===== src/rtl/dmem_dbg_pkg.sv =====
// dmem_dbg_pkg: shared state encoding, constants and byte picker for the data-memory dump
package dmem_dbg_pkg;
  localparam int BYTES_PER_WORD = 4;
  localparam int MEM_AW = 10;
  typedef enum logic [2:0] {IDLE, ARM, READ, SEND, FIN} state_t;
  function automatic logic [7:0] byte_sel(input logic [31:0] word, input logic [1:0] idx, input logic msb_first);
    logic [1:0] k;
    k = msb_first ? ~idx : idx;
    return word[8*k +: 8];
  endfunction
endpackage


===== src/rtl/dump_byte_serializer.sv =====
// dump_byte_serializer: holds one captured word and streams it as 4 bytes over valid/ready
module dump_byte_serializer
  import dmem_dbg_pkg::*;
#(
  parameter bit MSB_FIRST = 1'b1
) (
  input  logic        clk,
  input  logic        rst,
  input  logic        i_load,
  input  logic [31:0] i_word,
  input  logic        i_abort,
  input  logic        i_ready,
  output logic        o_tx_valid,
  output logic [7:0]  o_tx_data,
  output logic        o_acc,
  output logic        o_last_acc
);
  logic [31:0] r_word;
  logic [1:0]  r_idx;
  logic        r_valid;
  logic [7:0]  r_data;
  assign o_tx_valid = r_valid;
  assign o_tx_data  = r_data;
  assign o_acc      = r_valid & i_ready;
  assign o_last_acc = o_acc & (r_idx == 2'(BYTES_PER_WORD - 1));
  // load a fresh word, then step through its bytes one handshake at a time; abort drops valid after the current byte
  always_ff @(posedge clk or posedge rst)
    if (rst) begin
      r_word  <= '0;
      r_idx   <= '0;
      r_valid <= 1'b0;
      r_data  <= '0;
    end else if (i_load) begin
      r_word  <= i_word;
      r_idx   <= '0;
      r_valid <= 1'b1;
      r_data  <= byte_sel(i_word, 2'd0, MSB_FIRST);
    end else if (o_acc) begin
      r_idx   <= r_idx + 2'd1;
      r_valid <= !(o_last_acc || i_abort);
      r_data  <= byte_sel(r_word, r_idx + 2'd1, MSB_FIRST);
    end
endmodule


===== src/rtl/dmem_dump_ctrl.sv =====
// dmem_dump_ctrl: walks the data memory in debug mode and streams every word to the UART
module dmem_dump_ctrl
  import dmem_dbg_pkg::*;
#(
  parameter int ADDR_B    = 32,
  parameter int WIDTH_B   = 32,
  parameter int DEPTH     = 1024,
  parameter int RD_LAT    = 1,
  parameter int MSB_FIRST = 1
) (
  input  logic              clk,
  input  logic              reset,
  input  logic              start,
  input  logic              abort,
  output logic              debug_mode,
  output logic [ADDR_B-1:0] debug_addr,
  input  logic [WIDTH_B-1:0] mem_rdata,
  output logic [7:0]        tx_data,
  output logic              tx_valid,
  input  logic              tx_ready,
  output logic              busy,
  output logic              done
);
  localparam logic [1:0] LAT_LAST = 2'(RD_LAT - 1);
  localparam logic [MEM_AW-1:0] ADDR_LAST = MEM_AW'(DEPTH - 1);
  state_t            r_state;
  logic [MEM_AW-1:0] r_addr;
  logic [1:0]        r_lat;
  logic              r_mode;
  logic              r_busy;
  logic              r_done;
  logic              w_load;
  logic              w_acc;
  logic              w_last;
  assign debug_mode = r_mode;
  assign debug_addr = {{(ADDR_B - MEM_AW){1'b0}}, r_addr};
  assign busy       = r_busy;
  assign done       = r_done;
  assign w_load     = (r_state == READ) && (r_lat == LAT_LAST) && !abort;
  dump_byte_serializer #(.MSB_FIRST(MSB_FIRST != 0)) u_ser (
    .clk       (clk),
    .rst       (reset),
    .i_load    (w_load),
    .i_word    (mem_rdata),
    .i_abort   (abort),
    .i_ready   (tx_ready),
    .o_tx_valid(tx_valid),
    .o_tx_data (tx_data),
    .o_acc     (w_acc),
    .o_last_acc(w_last)
  );
  // dump sequencer: guard cycle, read wait, byte streaming, and a one-cycle finish with done
  always_ff @(posedge clk or posedge reset)
    if (reset) begin
      r_state <= IDLE;
      r_addr  <= '0;
      r_lat   <= '0;
      r_mode  <= 1'b0;
      r_busy  <= 1'b0;
      r_done  <= 1'b0;
    end else begin
      r_done <= 1'b0;
      case (r_state)
        IDLE: if (start) begin
          r_state <= ARM;
          r_mode  <= 1'b1;
          r_busy  <= 1'b1;
          r_addr  <= '0;
        end
        ARM: begin
          r_state <= READ;
          r_lat   <= '0;
        end
        READ: if (abort) begin
          r_state <= FIN;
          r_done  <= 1'b1;
        end else if (r_lat == LAT_LAST) begin
          r_state <= SEND;
          r_lat   <= '0;
        end else r_lat <= r_lat + 2'd1;
        SEND: if (w_acc && (abort || w_last)) begin
          if (abort || r_addr == ADDR_LAST) begin
            r_state <= FIN;
            r_done  <= 1'b1;
          end else begin
            r_state <= READ;
            r_addr  <= r_addr + MEM_AW'(1);
          end
        end
        FIN: begin
          r_state <= IDLE;
          r_mode  <= 1'b0;
          r_busy  <= 1'b0;
        end
        default: r_state <= IDLE;
      endcase
    end
endmodule


===== config.mk =====
export PLATFORM = sky130hd
export DESIGN_NAME = dmem_dump_ctrl
export DESIGN_NICKNAME = d
export VERILOG_FILES = /design/src/rtl/dmem_dbg_pkg.sv /design/src/rtl/dump_byte_serializer.sv /design/src/rtl/dmem_dump_ctrl.sv
export SDC_FILE = /design/constraint.sdc
export NUM_CORES = 1
export LEC_CHECK = 0
export ABC_AREA = 1
export BUFFER_PORTS_ARGS = -buffer_cell sky130_fd_sc_hd__buf_4
export CORE_ASPECT_RATIO = 1.2
export CORE_MARGIN = 1.5
export CORE_UTILIZATION = 37
export DETAILED_ROUTE_END_ITERATION = 8
export PLACE_DENSITY = 0.64
export SLEW_MARGIN = 15
export SYNTH_ARGS = -nofsm -noshare
export SYNTH_HDL_FRONTEND = slang
export SYNTH_SLANG_ARGS = --single-unit

===== constraint.sdc =====
create_clock -name clk -period 3.04 [get_ports clk]
set_input_delay 0.608 -clock clk [delete_from_list [all_inputs] [get_ports clk]]
set_output_delay 0.608 -clock clk [all_outputs]
set_load 0.01 [all_outputs]

==> results.toml <==
[timing]
setup_viol = 0
clock.fmax_ghz = 0.512
drv_slew = 0
worst_pin_slew_ns = 0.571
tns_ns = 0
fin_crit_sh_pct = 64.2
fin_crit_ns = 1.95
report.final.hold_viol_count = 0
hold_slack_ns = 0.228
clock_skew_ns = 0.00467
slew_headroom_pct = 61.9
rsz0062_at_grt = "no"

[critical_path]
worstPathRequired_ns = 3.31
worstRegToRegCells = 10
critPathTopFamily = "buffers and inverters"
cp.arrival_ns = 2.22
cpPeakStageDelay_ns = 0.47
timing.rr.start = "r_state[2]$_DFFE_PP0P_"
startpoint_type = "register"
crit_chain = "inv_1 -> nand3_1 -> nor2_1 -> nand2_2 -> buf_4 -> inv_2 -> nand2_1 -> nand2_1 -> nand2_1 -> nand2_1"
r2r-end = "u_ser.o_tx_data[7]$_DFFE_PP0P_"
crit_buf_inv = 3
reg2reg_slack_ns = 1.09
path_class = "reg2reg"
endpoint_kind = "register"
startpoint = "r_state[2]$_DFFE_PP0P_"
crit_fanout = 42
path_common_cell = "nand2_1"
cp_slowest_cell = "inv_2"

[route]
wl_per_cell_microns = 11.4
ant_nets = 0
vias = 2669
finalWirelength_mm = 6.68
viasPerCell = 4.55
drc = 0
drt_iter0_markers = 79
dr.pass1.iters = 5

[clock_network]
cts_buffers = 9
hold_buffers = 0
cts.sinks = 60
path_clk_slew_ns = 0.06
cts_root_buf = "clkbuf_8"
tritoncts = "built"
cts_max_level = 3
clockBufferDepth = 2
cts_setup_buffers = 0
cts-resized-gates = 0
clock_latency_ns = 0.33

[synth]
synth_edf_count = 0
yosys_warnings = 0
netlist_area_sq_um = 3180
yosysMostFrequentCell = "nand2_1"
synthFlopType = "dfrtp_1"
synthTopCellsByArea = "dfrtp_1 47%, nand2_1 15%, o21ai_0 7.7%"
yosysTopAreaCellShare_pct = 47.2
netlist_instances = 409
synth-seq-cells = 60
async_flop_share_pct = 100
yosysTopAreaCell = "dfrtp_1"
synth_cell_types = 30
syn_avg_cell_area_sq_um = 7.78
seq_area_frac_synth_pct = 47.2
yosys-top-cells-count = "127 x nand2_1, 60 x dfrtp_1, 49 x o21ai_0"

[grt]
antenna_found_initial = 0
track_usage_pct = 16.1
grt_max_degree = 43
grt_pass1_vias = 2528
grt_pass1_wl_mm = 11.6
globalRouteOverflowTotal = 0

[floorplan]
pin_count = 81
dieArea_sq_um = 9160
core_area_sq_um = 8240
initial_core_util_pct = 38.6
die_w_microns = 87.6
die_h_microns = 105
fp-row-count = 36

[layout]
n_antenna_cell = 0
n_fill_cell = 849
drive_gt1_share_pct = 19.9
syn_to_final_growth_pct = 20.8
utilization_pct = 46.6
stdcell_count = 586
finish.net_count = 509

[place]
dpl.hpwl_mm = 4.94
io_buffers = 58
placed_cells = 571
place_congestion = 0.822

[run_status]
status = "completed"

[power]
p_leak_nw = 2.00
p_per_area_nw_per_um2 = 889
peakVddDrop_mv = 0.397

[hold_path]
min_path_type = "in2async"

[run]
max_cap_viol_count = 0
[cell usage in the layout, fill, tap and decap left out, types with 2 or more instances in the layout]
master and instances:
a31oi_1 3, inv_1 41, o21ai_0 49, clkbuf_8 15
dfrtp_1 60, conb_1 22, nand3_1 21, nor3_1 4
nand2_1 127, nand2_4 2, buf_4 62, nand2_2 2
inv_2 5, nand3_2 2, ha_1 4, nor2_1 17
a21oi_1 20, o21ai_1 5
[per-layer routing]
layer | track usage, % | routed length [microns]
met3 | 3.32 | 328
met4 | 8.05 | 127
met2 | 23.6 | 3020
met1 | 22.4 | 3200
met5 | 0 | 0
[registers in the layout (all words and copies together), names as in the netlist]
signal,count
u_ser.r_word,32
r_addr,10
u_ser.o_tx_data,8
r_state,3
r_lat,2
u_ser.r_idx,2
busy,1
done,1
u_ser.o_tx_valid,1
[worst reg2reg max path, cell delays in order (launching register included)]
cell and delay (ns):
dfrtp_1 0.43, inv_1 0.09, nand3_1 0.13, nor2_1 0.15
nand2_2 0.05, buf_4 0.24, inv_2 0.47, nand2_1 0.13
nand2_1 0.10, nand2_1 0.05, nand2_1 0.05
[worst max-delay path by stage]
| stage | to | slack (ns) | depth (start not counted) |
|---|---|---|---|
| global route | u_ser.o_tx_data[0]$_DFFE_PP0P_ | 0.77 | 8 |
| global placement | u_ser.o_tx_data[7]$_DFFE_PP0P_ | 1.06 | 9 |
| detailed placement | u_ser.o_tx_data[7]$_DFFE_PP0P_ | 1.02 | 9 |
| finish | u_ser.o_tx_data[7]$_DFFE_PP0P_ | 1.09 | 10 |
| floorplan | busy$_DFFE_PP0P_ | 0.95 | 1 |
| CTS | u_ser.o_tx_data[7]$_DFFE_PP0P_ | 1.07 | 10 |
[power by group]
part	switching (W)	total [W]	internal (W)
Combinational	0.000914	0.00145	0.000537
Clock	0.000288	0.000713	0.000426
Sequential	0.000150	0.00125	0.00110
Total	0.00135	0.00342	0.00207
[area by class of cell]
cell class	count	area (sq um)	share of cell area (%)
inverter	47	179	4.66
timing repair buffer	62	465	12.1
multi-input combinational	288	1350	35.0
sequential	60	1500	39.1
clock buffer	15	206	5.37
tap	114	143	3.71
[kinds of logic (layout without fill, tap and decap cells)]
| family | count (synthesis) | in the layout | synth area share, % |
|---|---|---|---|
| AND/OR/NAND/NOR | 181 | 181 | 24.7 |
| adder cells (fa/ha/maj) | 4 | 4 | 1.57 |
| AO/OA/AOI/OAI | 81 | 81 | 13.5 |
| buffers and inverters | 82 | 124 | 12.9 |
| other | 1 | 22 | 0.118 |
| flip-flops | 60 | 60 | 47.2 |
[through the flow]
stage / power [W] / setup WS (ns) / area, sq um
3_5_place_dp: 0.00272 / 1.02 / 3630
5_1_grt: 0.00375 / 0.773 / 3840
3_3_place_gp: 0.00269 / 1.06 / 3630
2_1_floorplan: 0.00233 / 0.947 / 3260
4_1_cts: 0.00345 / 1.07 / 3840
6_report: 0.00342 / 1.09 / 3840
No activity file was read; power rests on OpenSTA's default activity.
